<file path="src/rtl/powlib_pktarb.sv">
// Packet-aware round-robin merge of N ready/valid beat streams into one stream,
// tagging each beat with its source channel; output registered through a 2-entry skid.
module powlib_pktarb #(
  parameter int W    = 33,
  parameter int N    = 3,
  parameter int LOCK = 1,
  localparam int IDW = (N > 1) ? $clog2(N) : 1
) (
  input  logic           clk,
  input  logic           rst,
  input  logic [N*W-1:0] indata,
  input  logic [N-1:0]   invld,
  output logic [N-1:0]   inrdy,
  output logic [W-1:0]   outdata,
  output logic [IDW-1:0] outid,
  output logic           outvld,
  input  logic           outrdy,
  output logic           dbg_state
);

  // Handshake: a beat moves when valid&ready are both high on a rising edge; a source
  // holds valid and data until then, and outvld/outdata/outid never change while stalled.

  typedef enum logic {S_IDLE, S_BUSY} state_t;

  state_t           r_state, w_state_nxt;
  logic [IDW-1:0]   r_grant, w_grant_nxt;
  logic [IDW-1:0]   r_ptr, w_ptr_nxt;
  logic [1:0]       r_cnt;
  logic [IDW+W-1:0] r_ent0, r_ent1;
  logic [N-1:0]     w_gnt_oh, w_req_other;
  logic [W-1:0]     w_beat;
  logic [IDW+W-1:0] w_ent_new;
  logic             w_push, w_pop, w_end;
  logic [IDW:0]     w_arb_idle, w_arb_busy;

  function automatic logic [IDW-1:0] f_next(input logic [IDW-1:0] g);
    if (int'(g) >= N - 1) return '0;
    return g + IDW'(1);
  endfunction

  // Returns {found, index}: first requester at or after start, scanning upward modulo N.
  function automatic logic [IDW:0] f_arb(input logic [N-1:0] req, input logic [IDW-1:0] start);
    logic [IDW:0]   res;
    logic [2*N-1:0] dbl;
    int             idx;
    res = '0;
    dbl = {req, req} >> start;
    for (int k = N - 1; k >= 0; k--) begin
      if (dbl[k]) begin
        idx = int'(start) + k;
        if (idx >= N) idx = idx - N;
        res = {1'b1, idx[IDW-1:0]};
      end
    end
    return res;
  endfunction

  for (genvar i = 0; i < N; i++) begin : g_ch
    assign w_gnt_oh[i] = (r_grant == IDW'(i));
    assign inrdy[i]    = (r_state == S_BUSY) & w_gnt_oh[i] & (r_cnt != 2'd2);
  end

  assign w_beat      = indata[r_grant*W +: W];
  assign w_ent_new   = {r_grant, w_beat};
  assign w_push      = |(invld & inrdy);
  assign w_pop       = outvld & outrdy;
  assign w_end       = w_push & ((LOCK == 0) | w_beat[W-1]);
  assign w_req_other = invld & ~w_gnt_oh;
  assign w_arb_idle  = f_arb(invld, r_ptr);
  assign w_arb_busy  = f_arb(w_req_other, f_next(r_grant));

  always_ff @(posedge clk or posedge rst) begin
    if (rst) begin
      r_state <= S_IDLE;
      r_grant <= '0;
      r_ptr   <= '0;
    end else begin
      r_state <= w_state_nxt;
      r_grant <= w_grant_nxt;
      r_ptr   <= w_ptr_nxt;
    end
  end

  // At a grant end another requester takes over in the same cycle, so packets from
  // different channels stream back to back without an arbitration bubble.
  always_comb begin
    w_state_nxt = r_state;
    w_grant_nxt = r_grant;
    w_ptr_nxt   = r_ptr;
    case (r_state)
      S_IDLE: begin
        if (|invld) begin
          w_state_nxt = S_BUSY;
          w_grant_nxt = w_arb_idle[IDW-1:0];
        end
      end
      S_BUSY: begin
        if (w_end) begin
          w_ptr_nxt = f_next(r_grant);
          if (w_arb_busy[IDW]) w_grant_nxt = w_arb_busy[IDW-1:0];
          else                 w_state_nxt = S_IDLE;
        end
      end
      default: w_state_nxt = S_IDLE;
    endcase
  end

  // Skid FIFO: r_ent0 is always the head and drives the output directly.
  always_ff @(posedge clk or posedge rst) begin
    if (rst) begin
      r_cnt  <= '0;
      r_ent0 <= '0;
      r_ent1 <= '0;
    end else begin
      case ({w_push, w_pop})
        2'b10: begin
          if (r_cnt == 2'd0) r_ent0 <= w_ent_new;
          else               r_ent1 <= w_ent_new;
          r_cnt <= r_cnt + 2'd1;
        end
        2'b01: begin
          r_ent0 <= r_ent1;
          r_cnt  <= r_cnt - 2'd1;
        end
        2'b11: begin
          if (r_cnt == 2'd1) begin
            r_ent0 <= w_ent_new;
          end else begin
            r_ent0 <= r_ent1;
            r_ent1 <= w_ent_new;
          end
        end
        default: ;
      endcase
    end
  end

  assign outvld    = (r_cnt != 2'd0);
  assign outdata   = r_ent0[W-1:0];
  assign outid     = r_ent0[IDW+W-1:W];
  assign dbg_state = (r_state == S_BUSY);

endmodule

</file>
<file path="config.mk">
export PLATFORM = sky130hd
export DESIGN_NAME = powlib_pktarb
export DESIGN_NICKNAME = d
export VERILOG_FILES = /design/src/rtl/powlib_pktarb.sv
export SDC_FILE = /design/constraint.sdc
export NUM_CORES = 1
export LEC_CHECK = 0
export ABC_AREA = 1
export CORE_MARGIN = 2
export CORE_UTILIZATION = 47
export CTS_BUF_LIST = sky130_fd_sc_hd__clkbuf_4 sky130_fd_sc_hd__clkbuf_8
export DETAILED_ROUTE_END_ITERATION = 8
export GPL_TIMING_DRIVEN = 0
export PLACE_DENSITY_LB_ADDON = 0.1
export SLEW_MARGIN = 20
export SYNTH_ARGS = -nofsm -noshare
export SYNTH_HDL_FRONTEND = slang
export SYNTH_SLANG_ARGS = --single-unit
</file>
<file path="constraint.sdc">
create_clock -name clk -period 2.5 [get_ports clk]
set_input_delay 0.25 -clock clk [delete_from_list [all_inputs] [get_ports clk]]
set_output_delay 0.25 -clock clk [all_outputs]
set_load 0.05 [all_outputs]
</file>
### Yosys cells after proc, flatten, opt, wreduce, memory -nomap -nowiden

Index checks and enable logic that the tools add are counted.

| storage, ports and cells | value |
|---|---|
| input port bits | 105 |
| output and inout port bits | 40 |
| register bits | 77 |
| word-level logic and storage cells | 100 |

| cells by class | value |
|---|---|
| reductions and logical operators | 12 |
| muxes and demuxes | 33 |
| magnitude comparators | 7 |
| add/subtract/negate cells | 13 |
| multipliers | 1 |
| shift-type cells | 3 |
| equality and inequality tests | 13 |
| bitwise logic cells | 12 |

Operators by type and width:

| cell | number |
|---|---|
| 35-bit two-way mux | 4 |
| 35-bit case mux with 3 select lines | 1 |
| 99-bit by 9-bit indexed part select with 33-bit output | 1 |
| 35-bit case mux with 2 select lines | 1 |
| 2-bit two-way mux | 15 |
| 3-bit by 2-bit >= comparator with 1-bit output (second input constant) | 4 |
| 6-bit by 2-bit >> shifter with 3-bit output | 2 |
| 2-bit subtractor (second input constant) | 6 |
| 2-bit inequality test (second input constant) | 5 |
| 3-bit two-way mux | 3 |
| 1-bit AND | 8 |
| 2-bit by 6-bit multiplier with 8-bit output (second input constant) | 1 |
| 2-bit case mux with 2 select lines | 2 |
| 2-bit by 1-bit adder with 3-bit output (second input constant) | 2 |
| 2-bit by 2-bit adder with 3-bit output (second input constant) | 2 |
| 3-bit AND | 2 |
| 2-bit by 1-bit == test with 1-bit output (second input constant) | 3 |
| 2-bit == test (second input constant) | 3 |
| 2-bit >= comparator (second input constant) | 3 |
| 1-bit two-way mux | 6 |
| 3-bit AND reduction | 2 |
| 2-bit nonzero test | 3 |
| 3-bit OR reduction | 2 |
| 2-bit by 1-bit adder with 2-bit output (second input constant) | 2 |
| 8 further kinds | 11 |

### Logic depth before layout (Yosys ltp)

| logic depth | value |
|---|---|
| depth after elaboration | 12 |
| mapped depth | 13 |
| depth with buffers taken out | 12 |

### Worst setup path after synthesis

Ideal clock, no wire load.

| timing | value |
|---|---|
| kind | register to register |
| start | reg r_state (netlist: dbg_state) |
| end | reg r_ent0[21] |
| required time | 2.382 ns |
| buffers on the path | 1 |
| data arrival time | 2.211 ns |
| setup slack | 0.171 ns |
| period minus slack after synthesis | 2.329 ns |
| stages on the path, launching flop included | 12 |
| setup time | 0.118 ns |
| path through | dfrtp_1 inv_2 nor2_2 nand3_1 nand3_2 inv_1 ha_1 o21ai_2 clkbuf_1 o22ai_1 nand2_1 nand2_1 |

| between the ends | value |
|---|---|
| cells in the longest elaborated chain, start to end | 7 |
| elaborated cells on any way between the ends | 15 |

RTL lines:

| element | RTL line | RTL |
|---|---|---|
| start: declaration | 26 | `state_t r_state, w_state_nxt;` |
| start signal: assignment | 79 | `r_state <= w_state_nxt;` |
| 1-bit AND (2 in series) | 61 | `assign inrdy[i] = (r_state == S_BUSY) & w_gnt_oh[i] & (r_cnt != 2'd2);` |
| 3-bit AND * | 66 | `assign w_push = \|(invld & inrdy);` |
| 3-bit OR reduction * | 66 |  |
| 2-bit == test or 2-bit by 1-bit == test with 1-bit output (tied branches) | 116 | `case ({w_push, w_pop})` |
| 2-bit inequality test (no source line) or 3-bit nonzero test (tied branches) | -- |  |
| 2-bit AND reduction (no source line) | -- |  |
| end signal: assignment | 118 | `if (r_cnt == 2'd0) r_ent0 <= w_ent_new;` |
| end signal: assignment | 123 | `r_ent0 <= r_ent1;` |
| end signal: assignment | 128 | `r_ent0 <= w_ent_new;` |
| end: declaration | 30 | `logic [IDW+W-1:0] r_ent0, r_ent1;` |

Mark *: on every way between the ends. The rest lies on a longest branch, timed or not.
A chain may end at the register's enable or synchronous reset.

### Final worst setup path

| timing | value |
|---|---|
| start | reg r_cnt[0] |
| end | reg r_ent0[22] |

| between the ends | value |
|---|---|
| cells in the longest elaborated chain, start to end | 7 |
| elaborated cells on any way between the ends | 18 |

RTL lines:

| element | RTL line | RTL |
|---|---|---|
| start: declaration | 29 | `logic [1:0] r_cnt;` |
| start signal: assignment | 120 | `r_cnt <= r_cnt + 2'd1;` |
| start signal: assignment | 124 | `r_cnt <= r_cnt - 2'd1;` |
| 2-bit inequality test | 61 |  |
| 1-bit AND | 61 |  |
| 3-bit AND | 66 |  |
| 3-bit OR reduction | 66 |  |
| 2-bit == test or 2-bit by 1-bit == test with 1-bit output (tied branches) | 116 |  |
| 2-bit inequality test (no source line) or 3-bit nonzero test (tied branches) | -- |  |
| 2-bit AND reduction (no source line) | -- |  |

Parallel ways exist; a longest one is shown, timed or not.

==> impl_metrics.ini <==
[outcome]
status = complete, no violations

[flow_run]
cap_violations = 0

[cts]
cts_root_buf = clkbuf_8
clock-sinks = 77
cts_tree = done
insertion_delay_ps = 360
path_clk_slew_ps = 80
cts_made_buffers = 9
clock_path_buffers = 2
holdBufCountCts = 0
htreeDepth = 3

[placement]
io_buffers = 144
dp_cells = 837
gp_congestion = 0.864
place_hpwl_mm = 9.89

[floorplanning]
num_rows = 34
initial_core_util_pct = 48.7
pin_count = 145
dieArea_um2 = 9910
chipWidth_um = 99.5
coreArea_um2 = 8810
dieHeight_um = 99.5

[setup_path]
reg2regPathDepth = 12
cp_slowest_stage_delay_ps = 420
endpoint_kind = flop
reg2reg_from = r_cnt[0]$_DFFE_PP0P_
worst-setup-path-type = flop to flop
crit_buf_inv = 5
cp_top_family = buffers and inverters
r2r_slack_ps = 70
rr_endpoint = r_ent0[22]$_DFFE_PP0P_
worstPathMaxFanout = 10
crit_top_cell = nand2_1
slowest_stage = dfrtp_1
worst_ep_arrival_time_ps = 2690
cp_cell_sequence = inv_1 -> ha_1 -> inv_2 -> nand2_1 -> inv_2 -> buf_4 -> ha_1 -> o21ai_4 -> buf_2 -> o22ai_1 -> nand2_1 -> nand2_1
critPathLaunchType = flop
required_ps = 2750

[synthesis]
synth_fp_nets = 698
ys_top_cells_by_area = dfrtp_1 45%, nand2_1 21%, o21ai_0 5.5%
yosys.area.top_type_share_pct = 44.9
syn_inst = 584
yosysWarnings = 0
yosysUniqueCellTypes = 29
synth_seq_cells = 77
syn_area_um2 = 4290
ys_seq_area_share_pct = 44.9
yosysTopAreaCell = dfrtp_1
avgSynthCellArea_um2 = 7.34

[grt]
grt_usage_pct = 27.2
grt_pass1_vias = 4589
overflow = 0
grt_pass1_wl_mm = 21.6
grt_max_degree = 53
antenna_found_initial = 0

[final_layout]
drive_above_1_share_pct = 8.41
fin_nets = 858
n_antenna_cell = 0
areaGrowthSynthToFinish_pct = 44.5
instances_no_fill = 857
multiInputGateArea_um2 = 2020
seqCellArea_um2 = 1930
nFillCells = 742

[hold_path]
hold_path.class = input port to asynchronous set/reset pin

[routing]
vias_per_cell = 5.38
totalWireLength_mm = 13.5
vias = 4611
drc_errors = 0
antenna_left = 0
routedWlPerCell_um = 15.7
drtIter0Drc = 238
first_pass_iters = 5

[sta]
tightest_slew_ps = 652
whs_ps = 219
fin_crit_ps = 2430
final_hold_viol_count = 0
setup_violations = 0
finClkSkew_ps = 9.09
relSlewSlack_pct = 56.6
min_period_over_period_pct = 97.4
final_max_slew_viol_count = 0
max_freq_mhz = 411

[power]
vdd_ir_drop_max_v = 0.000564
pwr_density_cell_nw_per_um2 = 1350
leakagePower_nw = 2.99
[synth_stat cells]
master and instances:
nor2_2 1, xor2_1 1, nand2_1 244, nor2_1 14
dfrtp_1 77, xnor2_1 1, buf_4 1, inv_4 2
a311oi_1 1, inv_1 51, buf_1 1, o21ai_0 47
nand3_2 1, inv_2 5, a21oi_1 4, o221ai_1 21
or2_2 1, o21ai_1 14, buf_6 1, ha_1 9
o21ai_2 1, o22ai_1 36, a21oi_2 1, nor2_4 1
nand3_1 16, a21oi_4 1, clkbuf_1 23, buf_2 7
nand2_2 1
[cell usage in the layout, fill, tap and decap left out, drive strengths merged]
cell type and count:
a21oi 6, inv 59, xnor2 1, nand3 17
nor2 16, buf 19, clkdlybuf4s15 1, o221ai 21
dlymetal6s2s 1, xor2 1, bufinv 2, o22ai 36
or2 1, ha 9, o21ai 62, clkinvlp 2
nand2 245, dlygate4sd2 1, clkdlybuf4s50 141, a311oi 1
clkbuf 30, dfrtp 77
[layer usage]
layer,routed length [µm],up-vias,track usage [%]
met2,6710,174,46.7
met4,250,0,8.64
met3,876,22,4.50
met5,0,-,0
met1,5660,2187,35.2
li1,-,2228,-
[power breakdown]
| part | internal, mW | switching (mW) |
|---|---|---|
| clock | 0.588 | 0.480 |
| sequential | 1.83 | 0.324 |
| combinational | 1.72 | 3.41 |
[what timing repair did]
action / in CTS / in global routing
resized for setup: 8 / 31
buffers inserted: 0 / 4
pin swaps: 0 / 1
hold endpoints to repair: 0 / 0
setup endpoints to repair: 69 / 69
[flip-flops by register name, indices dropped and copies added, names as in the netlist]
name	count
r_ent0	35
r_ent1	35
r_cnt	2
r_grant	2
r_ptr	2
dbg_state	1
[through the flow]
step                area [µm²]  setup WS, ps  utilization [%]  total power [mW]  setup TNS [ps]
floorplan                 4290           171                -              5.54               0
detailed placement        5900          -174             67.0              7.16           -6190
finish                    6200          65.7             70.4              8.36               0
global route              6200         -2.69             70.4              8.94           -4.98
CTS                       6130         -54.8             69.7              8.25            -593
global placement          5870          -947             66.6              6.96          -76740
[area by class of cell]
class	count	area share, %
multi-input combinational	416	32.6
sequential	77	31.1
timing repair buffer	149	24.2
inverter	58	3.63
buffer	33	2.65
clock buffer	11	2.24
tap	108	2.18
clock inverter	5	1.35
[cells by family after synthesis]
family          count (synthesis)  synth area share, %
buf+inv                        91                 8.55
xor+xnor                        2                0.408
compound gates                126                 18.1
simple gates                  279                 25.4
flops                          77                 44.9
fa+ha+maj                       9                 2.63
[worst max-delay path by stage]
| stage | start | to | slack [ps] | cells after the start |
|---|---|---|---|---|
| 6_report | r_cnt[0]$_DFFE_PP0P_ | r_ent0[22]$_DFFE_PP0P_ | 70 | 12 |
| 2_1_floorplan | dbg_state$_DFF_PP0_ | r_ent0[21]$_DFFE_PP0P_ | 170 | 11 |
| 5_1_grt | r_cnt[0]$_DFFE_PP0P_ | r_ent0[22]$_DFFE_PP0P_ | -3 | 12 |
| 4_1_cts | r_cnt[0]$_DFFE_PP0P_ | r_ent0[6]$_DFFE_PP0P_ | -50 | 12 |
| 3_5_place_dp | invld[1] | r_ent0[22]$_DFFE_PP0P_ | -170 | 11 |
| 3_3_place_gp | rst | dbg_state$_DFF_PP0_ | -950 | 2 |
[worst register-to-register path, stage by stage, from the launching register on]
cell and delay, ps:
dfrtp_1 420, inv_1 100, ha_1 240, inv_2 90, nand2_1 200, inv_2 100, buf_4 150, ha_1 230
o21ai_4 230, buf_2 290, o22ai_1 130, nand2_1 100, nand2_1 50
Note: power is estimated with default switching activity, not from simulation.
